--- config.mk ---
export PLATFORM = sky130hd
export DESIGN_NAME = bc_fir_delay_line
export DESIGN_NICKNAME = d
export VERILOG_FILES = /design/src/rtl/bc_fir_pkg.sv /design/src/rtl/bc_fir_delay_line.sv
export SDC_FILE = /design/constraint.sdc
export NUM_CORES = 1
export LEC_CHECK = 0
export CORE_MARGIN = 1
export CORE_UTILIZATION = 30
export DETAILED_ROUTE_END_ITERATION = 8
export MAX_ROUTING_LAYER = met4
export PLACE_DENSITY = 0.63
export RECOVER_POWER = 50
export SLEW_MARGIN = 10
export SYNTH_ARGS = -nofsm -noshare
export SYNTH_HDL_FRONTEND = slang
export SYNTH_SLANG_ARGS = --single-unit
--- constraint.sdc ---
create_clock -name clock -period 4.73 [get_ports clock]
set_input_delay 0.473 -clock clock [delete_from_list [all_inputs] [get_ports clock]]
set_output_delay 0.473 -clock clock [all_outputs]
set_load 0.005 [all_outputs]
--- src/rtl/bc_fir_pkg.sv ---
// Shared types and constants for the binary FIR sample front end.
package bc_fir_pkg;

  localparam int NTAPS    = 39;
  localparam int SAMPLE_W = 12;

  typedef logic [SAMPLE_W-1:0] sample_t;

  typedef enum logic [1:0] {
    FILL  = 2'd0,
    RUN   = 2'd1,
    DRAIN = 2'd2
  } dl_state_e;

endpackage

--- src/rtl/bc_fir_delay_line.sv ---
// FIR history window: shifts accepted samples into an NTAPS-deep line and presents
// each new window downstream; a flush drains the tail with zeros and empties the line.
module bc_fir_delay_line
  import bc_fir_pkg::*;
#(
  parameter int DW         = bc_fir_pkg::SAMPLE_W,
  parameter int NTAPS      = bc_fir_pkg::NTAPS,
  parameter bit PRIME_ZERO = 1'b0
) (
  input  logic                       clock,
  input  logic                       rst_n,
  input  logic                       s_valid,
  output logic                       s_ready,
  input  logic [DW-1:0]              s_data,
  input  logic                       flush,
  output logic [NTAPS-1:0][DW-1:0]   taps,
  output logic                       win_valid,
  input  logic                       win_ready,
  output logic [5:0]                 fill_cnt,
  output logic                       flush_done,
  output dl_state_e                  dbg_state
);

  localparam logic [5:0] FULL       = 6'(NTAPS);
  localparam logic [5:0] DRAIN_LAST = 6'(NTAPS - 1);

  dl_state_e     state;
  logic [5:0]    drain_cnt;
  logic          slot_free;
  logic          accept;
  logic          drain_ins;
  logic          drain_end;
  logic          win_set;
  logic [5:0]    fill_next;
  logic [DW-1:0] shift_in;

  // Handshakes: a transfer happens on a rising clock edge where valid && ready.
  // s_ready is combinational; a held window (win_valid && !win_ready) blocks the
  // line so taps never change under an unconsumed window.
  always_comb begin
    slot_free = !win_valid || win_ready;
    s_ready   = (state != DRAIN) && slot_free;
    accept    = s_valid && s_ready;
    drain_ins = (state == DRAIN) && slot_free && (drain_cnt != DRAIN_LAST);
    drain_end = (state == DRAIN) && slot_free && (drain_cnt == DRAIN_LAST);
    fill_next = (accept && (fill_cnt != FULL)) ? fill_cnt + 6'd1 : fill_cnt;
    win_set   = drain_ins || (accept && ((fill_next == FULL) || PRIME_ZERO));
    shift_in  = drain_ins ? '0 : s_data;
  end

  assign dbg_state = state;

  always_ff @(posedge clock or negedge rst_n) begin
    if (!rst_n) begin
      state      <= FILL;
      taps       <= '0;
      win_valid  <= 1'b0;
      fill_cnt   <= '0;
      flush_done <= 1'b0;
      drain_cnt  <= '0;
    end else begin
      flush_done <= 1'b0;
      fill_cnt   <= fill_next;

      if (accept || drain_ins) begin
        taps <= {taps[NTAPS-2:0], shift_in};
      end

      if (win_set) begin
        win_valid <= 1'b1;
      end else if (win_ready) begin
        win_valid <= 1'b0;
      end

      case (state)
        FILL, RUN: begin
          // A sample arriving with the flush is taken first, so test the post-accept count.
          if (flush) begin
            if (fill_next == 6'd0) begin
              flush_done <= 1'b1;
            end else begin
              state     <= DRAIN;
              drain_cnt <= '0;
            end
          end else if (fill_next == FULL) begin
            state <= RUN;
          end
        end

        DRAIN: begin
          if (drain_ins) begin
            drain_cnt <= drain_cnt + 6'd1;
          end
          if (drain_end) begin
            taps       <= '0;
            fill_cnt   <= '0;
            win_valid  <= 1'b0;
            flush_done <= 1'b1;
            state      <= FILL;
          end
        end

        default: state <= FILL;
      endcase
    end
  end

endmodule

==> results of run 1 <==
-- logic make-up (layout without fill, tap and decap cells) --
group / Yosys count / in the layout / share of synthesized area [%]
buf+inv: 166 / 632 / 3.99
compound gates: 500 / 500 / 13.4
xor+xnor: 6 / 6 / 0.271
other cells: 0 / 1 / 0
flops: 484 / 484 / 62.5
simple gates: 992 / 992 / 19.7
fa+ha+maj: 3 / 3 / 0.194
-- synth_stat cells, types with 2 or more instances --
cell type	n	area [um2]
and3_1	3	18.8
a21oi_1	475	2380
ha_1	3	37.5
inv_1	4	15.0
buf_2	113	566
nand2b_1	3	18.8
dfrtp_1	484	12100
a21o_1	2	15.0
nor3b_1	2	15.0
buf_1	15	56.3
nor3_1	6	30.0
nand3b_1	2	15.0
nor2_1	13	48.8
nand2_1	945	3550
nor4_1	3	18.8
nand3_1	4	20.0
xnor2_1	2	17.5
a31oi_1	5	31.3
nand4_1	3	18.8
xor2_1	4	35.0
clkbuf_1	32	120
o21ai_0	4	20.0
-- flip-flops by register name, summed over array words and instances, names as in the netlist --
name / count
flush_done: 1
win_valid: 1
fill_cnt: 6
dbg_state: 2
drain_cnt: 6
taps: 468
-- placed cells by master (no fill, tap or decap), types with 7 or more instances in the layout --
master,instances
buf_4,18
clkinv_2,7
clkbuf_16,54
buf_12,18
dfrtp_1,484
bufinv_16,7
nor2_1,13
dlygate4sd3_1,240
nand2_1,944
a21oi_1,475
clkbuf_8,10
clkbuf_1,9
clkdlybuf4s50_1,255
-- per-layer routing --
metal	global-route usage [%]	part of all wire (%)	vias to the layer above
met1	24.5	42	8308
met3	4.39	6.8	115
met2	30.5	48	534
li1	-	-	7826
met5	-	0	-
met4	5.77	2.8	0
-- worst min path at each step --
stage / end / cells past startpoint / start
final: taps[0]$_DFF_PN0_ / 3 / s_data[0]
after global routing: taps[9]$_DFF_PN0_ / 3 / s_data[9]
after CTS: taps[0]$_DFF_PN0_ / 3 / s_data[0]
after detailed placement: taps[457]$_DFF_PN0_ / 2 / taps[457]$_DFF_PN0_
after global placement: drain_cnt[5]$_DFFE_PN0P_ / 1 / drain_cnt[5]$_DFFE_PN0P_
after floorplan: dbg_state[0]$_DFFE_PN0P_ / 0 / rst_n
-- power by group through the flow --
stage / clock, mW / sequential, mW / combinational, mW
2_1_floorplan: 0 / 6.07 / 2.23
3_5_place_dp: 0 / 6.30 / 5.32
6_report: 4.33 / 6.21 / 5.13
3_3_place_gp: 0 / 6.24 / 5.24
5_1_grt: 4.60 / 6.35 / 5.58
4_1_cts: 4.44 / 6.24 / 5.34
-- worst register-to-register path, stage by stage (launching register included) --
cell	delay (ps)
dfrtp_1	460
nand2b_1	400
nand3_1	820
nand2_4	690
buf_12	460
nand2_1	270
a21oi_1	190
-- cell type report --
type | instances | area, um2
Fill cell | 6107 | 36400
Sequential cell | 484 | 12100
Multi-Input combinational cell | 1501 | 6530
Timing Repair Buffer | 535 | 5470
Clock buffer | 73 | 1520
Tap cell | 846 | 1060
Clock inverter | 20 | 302
Inverter | 4 | 15.0
Antenna cell | 1 | 2.50
-- per-stage QoR --
| stage | hold WS (ps) | setup slack (ps) | power, mW | cells | util (%) |
|---|---|---|---|---|---|
| floorplan | 177 | 2660 | 8.30 | 2151 | - |
| global placement | 503 | 1270 | 11.5 | 3369 | 39.7 |
| detailed placement | 515 | 1140 | 11.6 | 3369 | 39.7 |
| CTS | 409 | 1360 | 16.0 | 3463 | 42.6 |
| global route | 451 | 570 | 16.5 | 3464 | 42.6 |
| finish | 447 | 1160 | 15.7 | 3464 | 42.6 |
==> out/summary.json, run 1 <==
{
  "dp_hpwl": {"value": 43.2, "unit": "mm"},
  "reg2reg_from": {"value": "dbg_state[1]$_DFFE_PN0P_"},
  "skew": {"value": 26.9, "unit": "ps"},
  "postCtsHoldBufs": {"value": 1},
  "place_area": {"value": 0.0252, "unit": "mm2"},
  "worst_path_most_repeated_cell": {"value": "clkbuf_2"},
  "critical_path_depth": {"value": 3},
  "timing_worst_setup_path_type": {"value": "in2async"},
  "grt.overflow.total": {"value": 0},
  "finalSetupViolations": {"value": 0},
  "io_buffers": {"value": 495},
  "synthesis.instances": {"value": 2151},
  "timing.fmax": {"value": 0.280, "unit": "GHz"},
  "finalHoldViolCount": {"value": 0},
  "max-clock-path-buffers": {"value": 3},
  "antenna_found_initial": {"value": 1},
  "antenna_violating_nets_post_route": {"value": 0},
  "max-slew-margin-rel": {"value": -95.0, "unit": "%"},
  "fp.dieH": {"value": 256, "unit": "um"},
  "path_cells": {"value": "dlygate4sd3_1, clkbuf_2, clkbuf_2"},
  "grt_first_pass_wirelength": {"value": 97.9, "unit": "mm"},
  "timing.max_cap.violations": {"value": 1},
  "worst-endpoint-arrival": {"value": 4130, "unit": "ps"},
  "synthesis_warnings": {"value": 0},
  "path_clk_slew": {"value": 60, "unit": "ps"},
  "area.growth.synth_to_final": {"value": 39.3, "unit": "%"},
  "timing_worst_slew_pin_value": {"value": 2920, "unit": "ps"},
  "drt-pass1-iter-count": {"value": 5},
  "finalCritPeriodShare": {"value": 75.5, "unit": "%"},
  "crit_family": {"value": "buffers and inverters"},
  "yosys_register_bits": {"value": 484},
  "ff2ff_path_depth": {"value": 6},
  "initial_core_util": {"value": 30.6, "unit": "%"},
  "cts_repair_resize_count": {"value": 0},
  "grt_pass1_vias": {"value": 16400},
  "nets_in_the_synthesized_netlist": {"value": 2171},
  "r2r_end": {"value": "taps[396]$_DFF_PN0_"},
  "cpPeakStageDelay": {"value": 1990, "unit": "ps"},
  "viasPerCell": {"value": 4.84},
  "postcts_setup_bufs": {"value": 0},
  "route.detailed.wl_per_inst": {"value": 18.2, "unit": "um"},
  "grt_max_degree": {"value": 227},
  "critPathRequiredTime": {"value": 5290, "unit": "ps"},
  "capture_point_of_the_critical_path": {"value": "taps[332]$_DFF_PN0_"},
  "power_density": {"value": 580, "unit": "mW/mm2"},
  "vdd.ir_drop.worst": {"value": 0.305, "unit": "mV"},
  "run_status": {"value": "finished with violations"},
  "grt_util_all_layers": {"value": 19.2, "unit": "%"},
  "dieWidth": {"value": 256, "unit": "um"},
  "holdCritPathClass": {"value": "in2reg"},
  "startpoint_type": {"value": "primary input"},
  "timing.setup.tns": {"value": 0, "unit": "ps"},
  "cts_buffers": {"value": 52},
  "layout_cells_sized_above_1": {"value": 5.12, "unit": "%"},
  "fp.dieArea": {"value": 0.0657, "unit": "mm2"},
  "postLayoutCellArea": {"value": 0.0270, "unit": "mm2"},
  "clock-sinks": {"value": 484},
  "power_frac_comb": {"value": 32.7, "unit": "%"},
  "failed_checks": {"value": "max-capacitance violations, max-slew violations"},
  "synth_ff_type": {"value": "dfrtp_1"},
  "pwr-share-clk": {"value": 27.6, "unit": "%"},
  "max_slew_violation_count": {"value": 99},
  "setup_repair_after_global_routing_missed_its_margin": {"value": "false"},
  "finalWorstPathRequiredPeriod": {"value": 3570, "unit": "ps"},
  "detailedRoute.firstIterationViolations": {"value": 1365},
  "clk_latency": {"value": 600, "unit": "ps"},
  "cp_bufs_invs": {"value": 3},
  "tritoncts": {"value": "yes"},
  "synthesis.area_per_instance": {"value": 9.01, "unit": "um2"},
  "proportion_of_synthesized_flip_flops_having_asynchronous_set_or_reset": {"value": 100, "unit": "%"},
  "timing.critical_path.slowest_stage_cell": {"value": "clkbuf_2"},
  "ctsRootBufferMaster": {"value": "clkbuf_16"},
  "reg2reg_slack": {"value": 1360, "unit": "ps"},
  "via_count": {"value": 16800},
  "synth-edff-count": {"value": 0},
  "critical_path.endpoint_type": {"value": "async pin"},
  "intPower": {"value": 10.2, "unit": "mW"},
  "crit_fanout": {"value": 102},
  "ys_types": {"value": 46},
  "row_count": {"value": 92},
  "detail_route.wirelength": {"value": 63.1, "unit": "mm"},
  "nets": {"value": 2598},
  "mappedNetlistArea": {"value": 0.0194, "unit": "mm2"},
  "net_switching_fraction_of_the_power": {"value": 34.8, "unit": "%"},
  "drc_errors": {"value": 0},
  "clock_tree.htree_level_count": {"value": 2},
  "design.portCount": {"value": 496},
  "power_switching": {"value": 5.45, "unit": "mW"},
  "synth_sequential_area_ratio": {"value": 62.5, "unit": "%"},
  "timing.critical_path.from": {"value": "rst_n"},
  "seqPwrFrac": {"value": 39.6, "unit": "%"},
  "routabilityCongestion": {"value": 0.849},
  "placeableCoreArea": {"value": 0.0634, "unit": "mm2"},
  "cellLeakagePower": {"value": 12.1, "unit": "nW"}
}
Note: power is estimated with default switching activity, not from simulation.
==> run 2, diff against run 1 <==
==> constraint.sdc (replaced) <==
create_clock -name clock -period 3.7 [get_ports clock]
set_input_delay 0.37 -clock clock [delete_from_list [all_inputs] [get_ports clock]]
set_output_delay 0.37 -clock clock [all_outputs]
set_load 0.005 [all_outputs]
==> out/summary.json, run 2 (synthesized netlist as in run 1, its figures left out) <==
{
  "run_status": {"value": "finished with violations"},
  "failed_checks": {"value": "max-capacitance violations, max-slew violations"},
  "ctsRootBufferMaster": {"value": "clkbuf_16"},
  "grt_first_pass_wirelength": {"value": 100, "unit": "mm", "change": "+2.1%"},
  "critPathRequiredTime": {"value": 4010, "unit": "ps", "change": "-1280 ps"},
  "antenna_found_initial": {"value": 1, "change": "unchanged"},
  "via_count": {"value": 17000, "change": "+1.2%"},
  "timing.critical_path.from": {"value": "rst_n"},
  "final.setup.worst_slack": {"value": 911, "unit": "ps", "change": "-250 ps"},
  "nets": {"value": 2609, "change": "+0.42%"},
  "globalRouteMet3Util": {"value": 4.62, "unit": "%", "change": "+0.23 points"},
  "fp.dieH": {"value": 256, "unit": "um", "change": "unchanged"},
  "grt_util_all_layers": {"value": 19.6, "unit": "%", "change": "+0.33 points"},
  "timing.fmax": {"value": 0.358, "unit": "GHz"},
  "place_area": {"value": 0.0253, "unit": "mm2", "change": "+0.35%"},
  "hold-worst-slack": {"value": 334, "unit": "ps", "change": "-113 ps"},
  "global_route.usage.met1": {"value": 25.0, "unit": "%", "change": "+0.52 points"},
  "path_clk_slew": {"value": 60, "unit": "ps", "change": "about the same"},
  "setup_repair_after_global_routing_missed_its_margin": {"value": "false"},
  "largest_register_ff_count": {"value": 468, "change": "unchanged"},
  "detailedRoute.firstIterationViolations": {"value": 1232, "change": "-9.7%"},
  "tritoncts": {"value": "yes"},
  "timing_worst_slew_pin_value": {"value": 1980, "unit": "ps", "change": "-939 ps"},
  "post-layout-total-power": {"value": 19.7, "unit": "mW", "change": "+26%"},
  "cellLeakagePower": {"value": 12.0, "unit": "nW", "change": "-0.53%"},
  "fin_util": {"value": 42.5, "unit": "%", "change": "-0.12 points"},
  "final_cells": {"value": 3476, "change": "+0.35%"},
  "vdd.ir_drop.worst": {"value": 0.350, "unit": "mV", "change": "+15%"},
  "power_frac_comb": {"value": 32.9, "unit": "%", "change": "+0.2 points"},
  "pwr-share-clk": {"value": 26.7, "unit": "%", "change": "-0.9 points"},
  "detail_route.wirelength": {"value": 63.4, "unit": "mm", "change": "+0.61%"},
  "top_usage_layer": {"value": "met2"},
  "postCtsHoldBufs": {"value": 1, "change": "unchanged"},
  "dp_hpwl": {"value": 44.2, "unit": "mm", "change": "+2.3%"},
  "route.detailed.wl_per_inst": {"value": 18.3, "unit": "um", "change": "+0.27%"},
  "finalCritPeriodShare": {"value": 75.4, "unit": "%"},
  "startpoint_type": {"value": "primary input"},
  "layout_top_registers": {"value": "taps x468, drain_cnt x6, fill_cnt x6"},
  "power_switching": {"value": 6.96, "unit": "mW", "change": "+28%"},
  "grt.overflow.total": {"value": 0, "change": "unchanged"},
  "postLayoutCellArea": {"value": 0.0269, "unit": "mm2", "change": "-0.28%"},
  "timing_worst_setup_path_type": {"value": "in2async"},
  "grt_max_degree": {"value": 115, "change": "-49%"},
  "post-place-ws": {"value": 903, "unit": "ps", "change": "-241 ps"},
  "grt_pass1_vias": {"value": 16800, "change": "+2.4%"},
  "dp.cells": {"value": 3380, "change": "+0.33%"},
  "initial_core_util": {"value": 30.6, "unit": "%", "change": "unchanged"},
  "max-clock-path-buffers": {"value": 3, "change": "unchanged"},
  "reg2reg_slack": {"value": 1000, "unit": "ps", "change": "-360 ps"},
  "skew": {"value": 20.5, "unit": "ps", "change": "-6.43 ps"},
  "timing.setup.tns": {"value": 0, "unit": "ps", "change": "unchanged"},
  "drc_errors": {"value": 0, "change": "unchanged"},
  "ff2ff_path_depth": {"value": 9, "change": "+3"},
  "max_slew_violation_count": {"value": 223, "change": "+130%"},
  "row_count": {"value": 92, "change": "unchanged"},
  "layout.cells.most_common": {"value": "nand2_1"},
  "power_density": {"value": 731, "unit": "mW/mm2", "change": "+26%"},
  "met2_usage": {"value": 31.0, "unit": "%", "change": "+0.49 points"},
  "fp.dieArea": {"value": 0.0657, "unit": "mm2", "change": "unchanged"},
  "mostFrequentLayoutCells": {"value": "944 x nand2_1, 484 x dfrtp_1, 475 x a21oi_1"},
  "finalHoldViolCount": {"value": 0, "change": "unchanged"},
  "cts_buffers": {"value": 52, "change": "unchanged"},
  "io_buffers": {"value": 495, "change": "unchanged"},
  "net_switching_fraction_of_the_power": {"value": 35.4, "unit": "%", "change": "+0.58 points"},
  "fillers": {"value": 6095, "change": "-0.20%"},
  "max_flop_register": {"value": "taps"},
  "area.growth.synth_to_final": {"value": 38.9, "unit": "%"},
  "seqPwrFrac": {"value": 40.4, "unit": "%", "change": "+0.8 points"},
  "r2r_end": {"value": "taps[362]$_DFF_PN0_"},
  "intPower": {"value": 12.7, "unit": "mW", "change": "+25%"},
  "layout_cells_sized_above_1": {"value": 5.17, "unit": "%", "change": "+0.053 points"},
  "dieWidth": {"value": 256, "unit": "um", "change": "unchanged"},
  "critical_path.endpoint_type": {"value": "async pin"},
  "max-slew-margin-rel": {"value": -32.3, "unit": "%", "change": "+63 points"},
  "clock-sinks": {"value": 484, "change": "unchanged"},
  "finalWorstPathRequiredPeriod": {"value": 2790, "unit": "ps"},
  "timing.max_cap.violations": {"value": 4, "change": "+3"},
  "finalSetupViolations": {"value": 0, "change": "unchanged"},
  "postcts_setup_bufs": {"value": 0, "change": "unchanged"},
  "design.portCount": {"value": 496, "change": "unchanged"},
  "clk_latency": {"value": 590, "unit": "ps", "change": "about the same"},
  "capture_point_of_the_critical_path": {"value": "taps[71]$_DFF_PN0_"},
  "drt-pass1-iter-count": {"value": 5, "change": "unchanged"},
  "worst-endpoint-arrival": {"value": 3100, "unit": "ps", "change": "-1030 ps"},
  "clock_tree.htree_level_count": {"value": 2, "change": "unchanged"},
  "holdCritPathClass": {"value": "in2reg"},
  "routabilityCongestion": {"value": 0.846, "change": "-0.32%"},
  "placeableCoreArea": {"value": 0.0634, "unit": "mm2", "change": "unchanged"},
  "cts_repair_resize_count": {"value": 0, "change": "unchanged"},
  "viasPerCell": {"value": 4.88, "change": "+0.81%"},
  "reg2reg_from": {"value": "dbg_state[1]$_DFFE_PN0P_"},
  "antenna_violating_nets_post_route": {"value": 0, "change": "unchanged"},
  "crit_fanout": {"value": 98, "change": "-3.9%"}
}
run 2: changes by cell type in the layout (fill, tap and decap cells not counted), sizes merged:
cell	before	now
buf	36	38
clkbuf	77	87
clkinvlp	3	2
clkinv	8	11
dlygate4sd3	240	228
bufinv	7	3
inv	6	8
clkdlybuf4s50	255	267
run 2: routing by layer:
| layer | wire length (um) | part of all wire (%) | vias up |
|---|---|---|---|
| li1 | - | - | 7853 |
| met1 | 26700 | 42 | 8413 |
| met2 | 30700 | 48 | 603 |
| met3 | 4380 | 6.9 | 109 |
| met4 | 1690 | 2.7 | 0 |
| met5 | 0 | 0 | - |
run 2: critical path, cell delays in order:
cell	delay, ps
dlygate4sd3_1	570
buf_8	570
clkbuf_1	1490
run 2: worst min-delay path by stage:
stage,start,to,slack [ps],cells after the start
after global routing,s_data[0],taps[0]$_DFF_PN0_,320,3
after CTS,s_data[6],taps[6]$_DFF_PN0_,290,3
final,s_data[0],taps[0]$_DFF_PN0_,330,3
after detailed placement,rst_n,taps[465]$_DFF_PN0_,490,1
after floorplan,rst_n,dbg_state[0]$_DFFE_PN0P_,70,0
after global placement,rst_n,taps[465]$_DFF_PN0_,480,1
run 2: area by class of cell:
cell class              count  area, um2  share of cell area [%]
diodes                      1       2.50                 0.00929
clock buffers              74       1520                    5.62
clock inverters            20        220                   0.817
inverters                   4       15.0                  0.0557
multi-input cells        1501       6530                    24.2
flip-flops and latches    484      12100                    45.0
well taps                 846       1060                    3.93
repair buffers            546       5490                    20.4
run 2: power by group through the flow:
stage | registers (mW) | clock network [mW] | logic (mW)
after floorplan | 7.75 | 0 | 2.85
after global placement | 8.01 | 0 | 6.67
after detailed placement | 8.07 | 0 | 6.76
after CTS | 7.99 | 5.41 | 6.80
after global routing | 8.14 | 5.61 | 7.07
final | 7.95 | 5.26 | 6.48
